$ cat src/rtl/control_sequencer.sv
// Control sequencer for a simple multi-cycle datapath.
// Moore FSM: fetch, decode, then up to five execute steps (T3..T7).
// Outputs are decoded from registered state only (state, latched opcode,
// and a one-bit flag that limits PCin to the first FETCH1 cycle).
//
// state   | meaning
// --------+----------------------------------------------------------
// RESET   | held while clr=0; run=1, all strobes 0
// FETCH0  | PC -> MAR, PC+1 -> Z
// FETCH1  | Z -> PC (first cycle only), memory read into MDR, wait
// FETCH2  | MDR -> IR
// DECODE  | opcode latched from ir, branch by instruction class
// T3      | operand B (or base/zero) -> Y
// T4      | ALU operation -> Z
// T5      | Z -> Ra, or Z -> MAR for ld/st
// T6      | ld: memory read into MDR (wait); st: Ra -> MDR
// T7      | ld: MDR -> Ra; st: memory write (wait)
// HALTED  | run=0, left only by reset
module control_sequencer (
  input  logic        clk,
  input  logic        clr,
  input  logic [31:0] ir,
  input  logic        mem_ready,
  output logic        Gra,
  output logic        Grb,
  output logic        Grc,
  output logic        Rin,
  output logic        Rout,
  output logic        BAout,
  output logic        PCout,
  output logic        PCin,
  output logic        IncPC,
  output logic        MARin,
  output logic        MDRin,
  output logic        MDRout,
  output logic        IRin,
  output logic        Yin,
  output logic        Zin,
  output logic        Zlowout,
  output logic        Cout,
  output logic        Read,
  output logic        Write,
  output logic [4:0]  alu_op,
  output logic        run
);

  typedef enum logic [3:0] {
    S_RESET, S_FETCH0, S_FETCH1, S_FETCH2, S_DECODE,
    S_T3, S_T4, S_T5, S_T6, S_T7, S_HALTED
  } state_t;

  typedef enum logic [2:0] {
    C_NOP, C_RTYPE, C_IMM, C_LDI, C_LD, C_ST, C_HALT
  } iclass_t;

  localparam logic [4:0] OP_LD   = 5'b00000;
  localparam logic [4:0] OP_LDI  = 5'b00001;
  localparam logic [4:0] OP_ST   = 5'b00010;
  localparam logic [4:0] OP_ADD  = 5'b00011;
  localparam logic [4:0] OP_SUB  = 5'b00100;
  localparam logic [4:0] OP_AND  = 5'b00101;
  localparam logic [4:0] OP_OR   = 5'b00110;
  localparam logic [4:0] OP_ADDI = 5'b01100;
  localparam logic [4:0] OP_ANDI = 5'b01101;
  localparam logic [4:0] OP_ORI  = 5'b01110;
  localparam logic [4:0] OP_HALT = 5'b11011;

  state_t     state, state_nxt;
  logic [4:0] opcode;
  logic       pcin_done;
  iclass_t    cls_dec;
  iclass_t    cls_cur;

  // Register fields are consumed by the select/encode logic, not here.
  logic unused_ir;
  assign unused_ir = ^ir[26:0];

  // Unlisted opcodes (including nop) fall through to C_NOP.
  function automatic iclass_t classify(input logic [4:0] op);
    case (op)
      OP_LD:                          classify = C_LD;
      OP_LDI:                         classify = C_LDI;
      OP_ST:                          classify = C_ST;
      OP_ADD, OP_SUB, OP_AND, OP_OR:  classify = C_RTYPE;
      OP_ADDI, OP_ANDI, OP_ORI:       classify = C_IMM;
      OP_HALT:                        classify = C_HALT;
      default:                        classify = C_NOP;
    endcase
  endfunction

  assign cls_dec = classify(ir[31:27]);
  assign cls_cur = classify(opcode);

  // State, opcode latch and first-FETCH1-cycle flag.
  always_ff @(posedge clk or negedge clr) begin
    if (!clr) begin
      state     <= S_RESET;
      opcode    <= 5'b00000;
      pcin_done <= 1'b0;
    end else begin
      state     <= state_nxt;
      pcin_done <= (state == S_FETCH1);
      if (state == S_DECODE) opcode <= ir[31:27];
    end
  end

  // Next-state and Moore output decode.
  always_comb begin
    state_nxt = state;
    Gra = 1'b0; Grb = 1'b0; Grc = 1'b0; Rin = 1'b0; Rout = 1'b0; BAout = 1'b0;
    PCout = 1'b0; PCin = 1'b0; IncPC = 1'b0; MARin = 1'b0; MDRin = 1'b0;
    MDRout = 1'b0; IRin = 1'b0; Yin = 1'b0; Zin = 1'b0; Zlowout = 1'b0;
    Cout = 1'b0; Read = 1'b0; Write = 1'b0;
    alu_op = 5'b00000;
    run = 1'b1;
    case (state)
      S_RESET: state_nxt = S_FETCH0;
      S_FETCH0: begin
        PCout = 1'b1; MARin = 1'b1; IncPC = 1'b1; Zin = 1'b1;
        state_nxt = S_FETCH1;
      end
      S_FETCH1: begin
        Zlowout = 1'b1; Read = 1'b1; MDRin = 1'b1;
        PCin = !pcin_done;
        if (mem_ready) state_nxt = S_FETCH2;
      end
      S_FETCH2: begin
        MDRout = 1'b1; IRin = 1'b1;
        state_nxt = S_DECODE;
      end
      S_DECODE: begin
        case (cls_dec)
          C_NOP:   state_nxt = S_FETCH0;
          C_HALT:  state_nxt = S_HALTED;
          default: state_nxt = S_T3;
        endcase
      end
      S_T3: begin
        Grb = 1'b1; Yin = 1'b1;
        // Base-address form forces zero when Rb is R0; only for address/ldi.
        if (cls_cur == C_LDI || cls_cur == C_LD || cls_cur == C_ST) BAout = 1'b1;
        else                                                       Rout  = 1'b1;
        state_nxt = S_T4;
      end
      S_T4: begin
        Zin = 1'b1;
        if (cls_cur == C_RTYPE) begin
          Grc = 1'b1; Rout = 1'b1; alu_op = opcode;
        end else begin
          Cout = 1'b1;
          case (opcode)
            OP_ANDI: alu_op = OP_AND;
            OP_ORI:  alu_op = OP_OR;
            default: alu_op = OP_ADD;
          endcase
        end
        state_nxt = S_T5;
      end
      S_T5: begin
        Zlowout = 1'b1;
        if (cls_cur == C_LD || cls_cur == C_ST) begin
          MARin = 1'b1;
          state_nxt = S_T6;
        end else begin
          Gra = 1'b1; Rin = 1'b1;
          state_nxt = S_FETCH0;
        end
      end
      S_T6: begin
        MDRin = 1'b1;
        if (cls_cur == C_ST) begin
          Gra = 1'b1; Rout = 1'b1;
          state_nxt = S_T7;
        end else begin
          Read = 1'b1;
          if (mem_ready) state_nxt = S_T7;
        end
      end
      S_T7: begin
        if (cls_cur == C_ST) begin
          Write = 1'b1;
          if (mem_ready) state_nxt = S_FETCH0;
        end else begin
          MDRout = 1'b1; Gra = 1'b1; Rin = 1'b1;
          state_nxt = S_FETCH0;
        end
      end
      S_HALTED: run = 1'b0;
      default:  state_nxt = S_RESET;
    endcase
  end

endmodule
$ cat config.mk
export PLATFORM = sky130hd
export DESIGN_NAME = control_sequencer
export DESIGN_NICKNAME = d
export VERILOG_FILES = /design/src/rtl/control_sequencer.sv
export SDC_FILE = /design/constraint.sdc
export NUM_CORES = 1
export LEC_CHECK = 0
export BUFFER_PORTS_ARGS = -buffer_cell sky130_fd_sc_hd__buf_2
export CAP_MARGIN = 20
export CORE_AREA = 10 10 61 63
export CTS_CLUSTER_SIZE = 10
export DETAILED_ROUTE_END_ITERATION = 6
export DIE_AREA = 0 0 71 73
export PLACE_DENSITY_LB_ADDON = 0.25
export SYNTH_ARGS = -nofsm -noshare
export SYNTH_HDL_FRONTEND = slang
export SYNTH_SLANG_ARGS = --single-unit
$ cat constraint.sdc
create_clock -name clk -period 1.7 [get_ports clk]
set_input_delay 0.085 -clock clk [delete_from_list [all_inputs] [get_ports clk]]
set_output_delay 0.085 -clock clk [all_outputs]
set_load 0.01 [all_outputs]
==> run summary, run 1 <==
Starting Density - 35.8%
Vias - 1058
Ys flop type - dfrtp_1
H-tree depth - 1
IO Port Bufs - 30
Final Max Tran Viols - 0
Share of cells above drive strength 1 - 59.4%
Finished Cell Area - 1490 sq um
DRT Wirelength - 3170 microns
RSZ-0062 raised after global routing - true
Synth Warn # - 0
TritonCTS clock tree - yes
Seq/Total Area, Yosys - 26.7%
Failing checks - negative setup slack
Non-filler cells, final - 201
CTS max path bufs - 2
Top cell type's share of synthesized area - 26.7%
Clock transition at path regs - 0.08 ns
Met3 usage - 2.72%
TritonRoute pass-1 iters - 4
Post-route setup slack - -0.135 ns
Die Wd - 71 microns
WP data required - 1.62 ns
Row count - 19
Worst Skew - 0.00428 ns
Status - finished, violations left
Hold Fails Final Rpt - 0
DR iter-0 viols - 32
Reg2reg end - state[0]
Lkg Pwr - 0.000730 uW
Final weighted congestion in routability-driven placement - 0.878
Met1 Use GR - 11.7%
DRC Markers - 0
Initial antenna violation count - 0
Async SR Flop Fraction - 100%
Period minus WS final - 1.83 ns
Die ar. - 5180 sq um
Reg2Reg Depth - 5
Worst r2r src - state[1]
Largest net degree at the start of global routing - 11
HP Class - primary input to flip-flop
Max-cap check violation count - 0
Placeable core area - 2620 sq um
Final period util - 108%
Die span in y - 73 microns
CP startpoint kind - flip-flop
Final-stage net count - 206
Worst reg2reg setup slack - 0.05 ns
Arr. time, crit path - 1.75 ns
Cells after DPL - 182
First-pass GRT wire length - 4820 microns
Ant. Diodes - 0
Critical path launch point - opcode[2]
GRT overflow - 0
Multi-input logic area - 702 sq um
Critical Path End Type - output pin
Root Driver - clkbuf_4
Synth cell count leaders - dfrtp_1 (10), nor3_1 (10), nand2_1 (9), nor2_1 (9)
Post-synth EDFFs - 0
Number of distinct library cells after synthesis - 48
Synth Instances - 114
Fmax achieved - 0.545 GHz
Critical path type - flip-flop to output pin
Number of synthesized register bits - 10
Synthesized cell area - 937 sq um
Pre-CTS setup slack - 0.0351 ns
Clock Latency Late Sink - 0.27 ns
Post-synth top area cell - dfrtp_1
Crit path to - Rout
CTS Sinks - 10
Crit path max fanout - 4
Post-DP Area - 1190 sq um
Synth Area per Inst - 8.22 sq um
DRT antenna net count - 0
Top cells by area, synth - dfrtp_1 (27%), nor3_1 (5.3%), mux2_2 (4.8%)
Synth-to-layout area growth - 58.9%
I/O pin count - 60
Total power - 2900 uW
Vias per std cell - 5.26
Pwr dens - 1940 nW/um^2
Setup-failing EPs final - 8
Tot GR Track Use - 10.9%
GR peak layer - met2
TritonCTS Buffers - 3
Fillers - 246
Vias in the first global route - 1070
Met2 Usage GRT - 20.3%
WL per Instance - 15.8 microns
Peak supply drop - 0.00107 V
Register area - 260 sq um
Dpl hpwl - 2190 microns
critical path: stages (launching register included):
cell and delay, ns:
dfrtp_2 0.45, buf_6 0.13, or3_4 0.40, nor3_2 0.16, a21o_1 0.10, a221o_1 0.12, buf_2 0.12
kinds of logic after synthesis:
kind of cell	Yosys count	synth area share (%)
other cells	1	0.400
buf+inv	15	9.08
mux	6	7.61
simple gates	59	37.8
compound gates	20	15.6
flops	10	26.7
xor+xnor	3	2.80
power breakdown:
| group | total (uW) | switching (uW) | internal [uW] | leakage, uW |
|---|---|---|---|---|
| clock network | 221 | 90.6 | 130 | 0.0000210 |
| logic | 2130 | 1030 | 1100 | 0.000595 |
| registers | 547 | 173 | 375 | 0.000114 |
| total | 2900 | 1290 | 1600 | 0.000730 |
timing repair:
action,4_1_cts,5_1_grt
pin swaps,6,9
resized for setup,17,21
setup endpoints to repair,15,16
buffers inserted,7,7
hold endpoints to repair,10,0
hold buffers,1,0
flip-flops by register name, indices dropped and copies added (netlist names):
signal and cells:
opcode 5, state 4, pcin_done 1
per-stage QoR:
stage	hold slack [ns]	utilization (%)	TNS [ns]
after floorplan	-0.211	-	0
after global placement	-0.0480	45.7	0
after detailed placement	-0.0370	45.7	0
after CTS	0.0554	51.6	-0.629
after global routing	0.0606	56.9	-1.36
final	0.0612	56.9	-0.643
how the worst min path moves through the flow:
| stage | cells past startpoint | slack (ns) | start | to |
|---|---|---|---|---|
| after CTS | 2 | 0.06 | ir[30] | opcode[3] |
| after floorplan | 0 | -0.21 | clr | opcode[0] |
| after detailed placement | 1 | -0.04 | clr | state[2] |
| after global placement | 1 | -0.05 | clr | pcin_done |
| final | 2 | 0.06 | ir[30] | opcode[3] |
| after global routing | 2 | 0.06 | ir[30] | opcode[3] |
layout make-up:
class	count	area share, %
tap	31	2.61
sequential	10	17.5
timing repair buffer	64	29.8
inverter	2	0.504
clock buffer	4	2.44
multi-input combinational	90	47.1
placed cells by master (no fill, tap or decap), drive strengths merged, types with 2 or more instances in the layout:
master  Yosys  routed
clkbuf      1       4
nor3       11      11
mux2        6       6
nand2       9       9
a21o        3       3
nor2b       6       6
nand3       2       2
dfrtp      10      10
o21ai       2       2
conb        1       2
buf        12      63
a21oi       4       4
nand2b      6       6
nor4        2       2
inv         2       2
xor2        3       3
nand4       2       2
nor4b       2       2
nor2        9       9
metal layers:
metal	part of all wire (%)	up-vias	wire (microns)
li1	-	522	-
met1	39	503	1250
met2	55	27	1730
met3	4.4	6	141
met4	1.7	0	53
met5	0	-	0
No activity file was read; power rests on OpenSTA's default activity.
==> run 2, diff against run 1 <==
Settings changed: MAX_ROUTING_LAYER from default to met4, SETUP_SLACK_MARGIN from default to 0.2.
==> run 2 against run 1 <==
Against the previous run:
- the flow still finishes with violations (negative setup slack)
- die area stayed put
- count of clock-buffer cells in the layout did not move
- non-clock buffer count rose by 11
- setup slack is essentially flat
- critical endpoint unchanged
- combinational power is 41% higher
==> run summary, run 2 (same netlist as run 1, synthesis figures left out) <==
Hold endpoint - opcode[3]
Non-filler cells, final - 212 (+5.5%)
Peak supply drop - 0.00136 V (+27%)
Worst r2r src - opcode[2]
Failing checks - negative setup slack
Pre-CTS setup slack - -0.0398 ns (-0.0750 ns)
Fillers - 202 (-18%)
Initial antenna violation count - 0 (unchanged)
Reg2reg end - state[0]
Row count - 19 (unchanged)
Largest net degree at the start of global routing - 12 (+1)
Worst path depth - 5 (-1)
Crit path max fanout - 4 (unchanged)
DRT antenna net count - 0 (unchanged)
CTS Sinks - 10 (unchanged)
Top Registers - opcode (5), state (4), pcin_done (1)
Worst reg2reg setup slack - -0.05 ns (-0.10 ns)
WP data required - 1.62 ns (about the same)
Final weighted congestion in routability-driven placement - 0.861 (-1.9%)
Sw power - 1670 uW (+29%)
Setup-failing EPs final - 11 (+3)
Placeable core area - 2620 sq um (unchanged)
RSZ-0062 raised after global routing - true
Clk pwr share - 5.9% (-1.7 points)
H-tree depth - 1 (unchanged)
Vias in the first global route - 1229 (+15%)
Starting Density - 35.8% (unchanged)
Register area - 258 sq um (-0.96%)
Most frequent cells in the layout - buf_2 (28), buf_6 (27), buf_4 (18)
First-pass GRT wire length - 5710 microns (+18%)
Vias - 1136 (+7.4%)
Die span in y - 73 microns (unchanged)
Synth-to-layout area growth - 93.5%
Min-delay src - ir[30]
Final period util - 108% (about the same)
I/O pin count - 60 (unchanged)
Crit path cell chain - or4b_4 -> nor3_2 -> a21o_1 -> a221o_1 -> buf_2
Vias per std cell - 5.36 (+1.8%)
Worst Hold Depth - 2 (unchanged)
Period minus WS final - 1.83 ns (-0.0000330 ns)
Multi-input logic area - 868 sq um (+24%)
Share of cells above drive strength 1 - 69.1% (+9.6 points)
Cells after DPL - 183 (+0.55%)
Hold Fails Final Rpt - 0 (unchanged)
DRC Markers - 0 (unchanged)
Commonest non-fill, non-tap cell in the layout - buf_2
Ant. Diodes - 0 (unchanged)
Critical Path End Type - output pin
Final Util - 69.3% (+12 points)
IO Port Bufs - 30 (unchanged)
TritonCTS Buffers - 3 (unchanged)
Combinational share of power - 80.3% (+6.8 points)
Arr. time, crit path - 1.75 ns (about the same)
WL per Instance - 17.8 microns (+13%)
Root Driver - clkbuf_4
Dpl hpwl - 2220 microns (+1.1%)
DRT Wirelength - 3780 microns (+19%)
Die Wd - 71 microns (unchanged)
CP top delay family - simple AND/OR/NAND/NOR gates
Critical path type - flip-flop to output pin
Clock Latency Late Sink - 0.26 ns (about the same)
DR iter-0 viols - 42 (+31%)
GRT overflow - 0 (unchanged)
Pwr dens - 2070 nW/um^2 (+6.4%)
Status - finished, violations left
Fmax achieved - 0.545 GHz (about the same)
Worst Skew - 0.00514 ns (+0.000862 ns)
Max reg flops - 5 (unchanged)
TritonCTS clock tree - yes
Reg2Reg Depth - 6 (+1)
Final Max Tran Viols - 0 (unchanged)
Tot GR Track Use - 13.5% (+2.5 points)
Post-route setup slack - -0.135 ns (+0.0000330 ns)
TritonRoute pass-1 iters - 4 (unchanged)
Final-stage net count - 217 (+5.3%)
Max-cap check violation count - 0 (unchanged)
Reg with most FFs - opcode
Slowest CP cell - or4b_4
Sequential power share - 13.8% (-5.1 points)
Buffers & Inverters on Critical Path - 1 (-1)
CP peak stage delay - 0.56 ns (+0.11 ns)
Sw Ratio - 44.5% (-0.081 points)
Clock transition at path regs - 0.07 ns (about the same)
CTS max path bufs - 2 (unchanged)
Int Power - 2080 uW (+30%)
HP Class - primary input to flip-flop
Die ar. - 5180 sq um (unchanged)
Lkg Pwr - 0.000863 uW (+18%)
CP startpoint kind - flip-flop
[run 2: changes by cell type in the layout (fill, tap and decap cells not counted), sizes merged]
cell	delta
buf	+11
[run 2: final cells by class]
type / instances / area share, %
clock buffers: 4 / 2.00
well taps: 31 / 2.14
multi-input cells: 90 / 47.9
repair buffers: 75 / 33.3
inverters: 2 / 0.414
flip-flops and latches: 10 / 14.2
[run 2: metal layers]
layer	vias up	wire length, microns	GRT usage [%]
li1	538	-	-
met5	-	0	-
met1	560	1330	13.4
met2	28	2180	25.3
met4	0	95	4.95
met3	10	173	2.72
[run 2: power groups by stage]
stage	combinational (uW)	sequential, uW	clock (uW)
2_1_floorplan	1130	457	0
3_3_place_gp	1640	531	0
3_5_place_dp	1680	533	0
4_1_cts	2430	495	227
5_1_grt	3210	532	237
6_report	3010	518	221
[run 2: worst max path at each step]
stage	start	end	slack, ns
after floorplan	opcode[4]	state[0]	0.12
after global placement	state[1]	state[0]	-0.01
after detailed placement	state[1]	state[0]	-0.04
after CTS	opcode[2]	Rout	-0.13
after global routing	opcode[4]	Rout	-0.21
final	state[2]	Rout	-0.13
[run 2: timing repair]
action	CTS	global route
setup buffers	15	9
hold buffers	1	0
endpoints found under the hold margin	10	0
pin swaps	11	11
endpoints found under the setup margin	27	30
resized for setup	54	34
[run 2: metrics by stage]
| stage | hold slack (ns) | power, uW | setup TNS (ns) | instance area [sq um] |
|---|---|---|---|---|
| after floorplan | -0.211 | 1580 | 0 | 948 |
| after global placement | -0.0390 | 2170 | -0.0142 | 1210 |
| after detailed placement | -0.0371 | 2210 | -0.0398 | 1210 |
| after CTS | 0.0442 | 3150 | -0.375 | 1590 |
| after global routing | 0.0541 | 3980 | -1.07 | 1810 |
| final | 0.0667 | 3750 | -0.426 | 1810 |
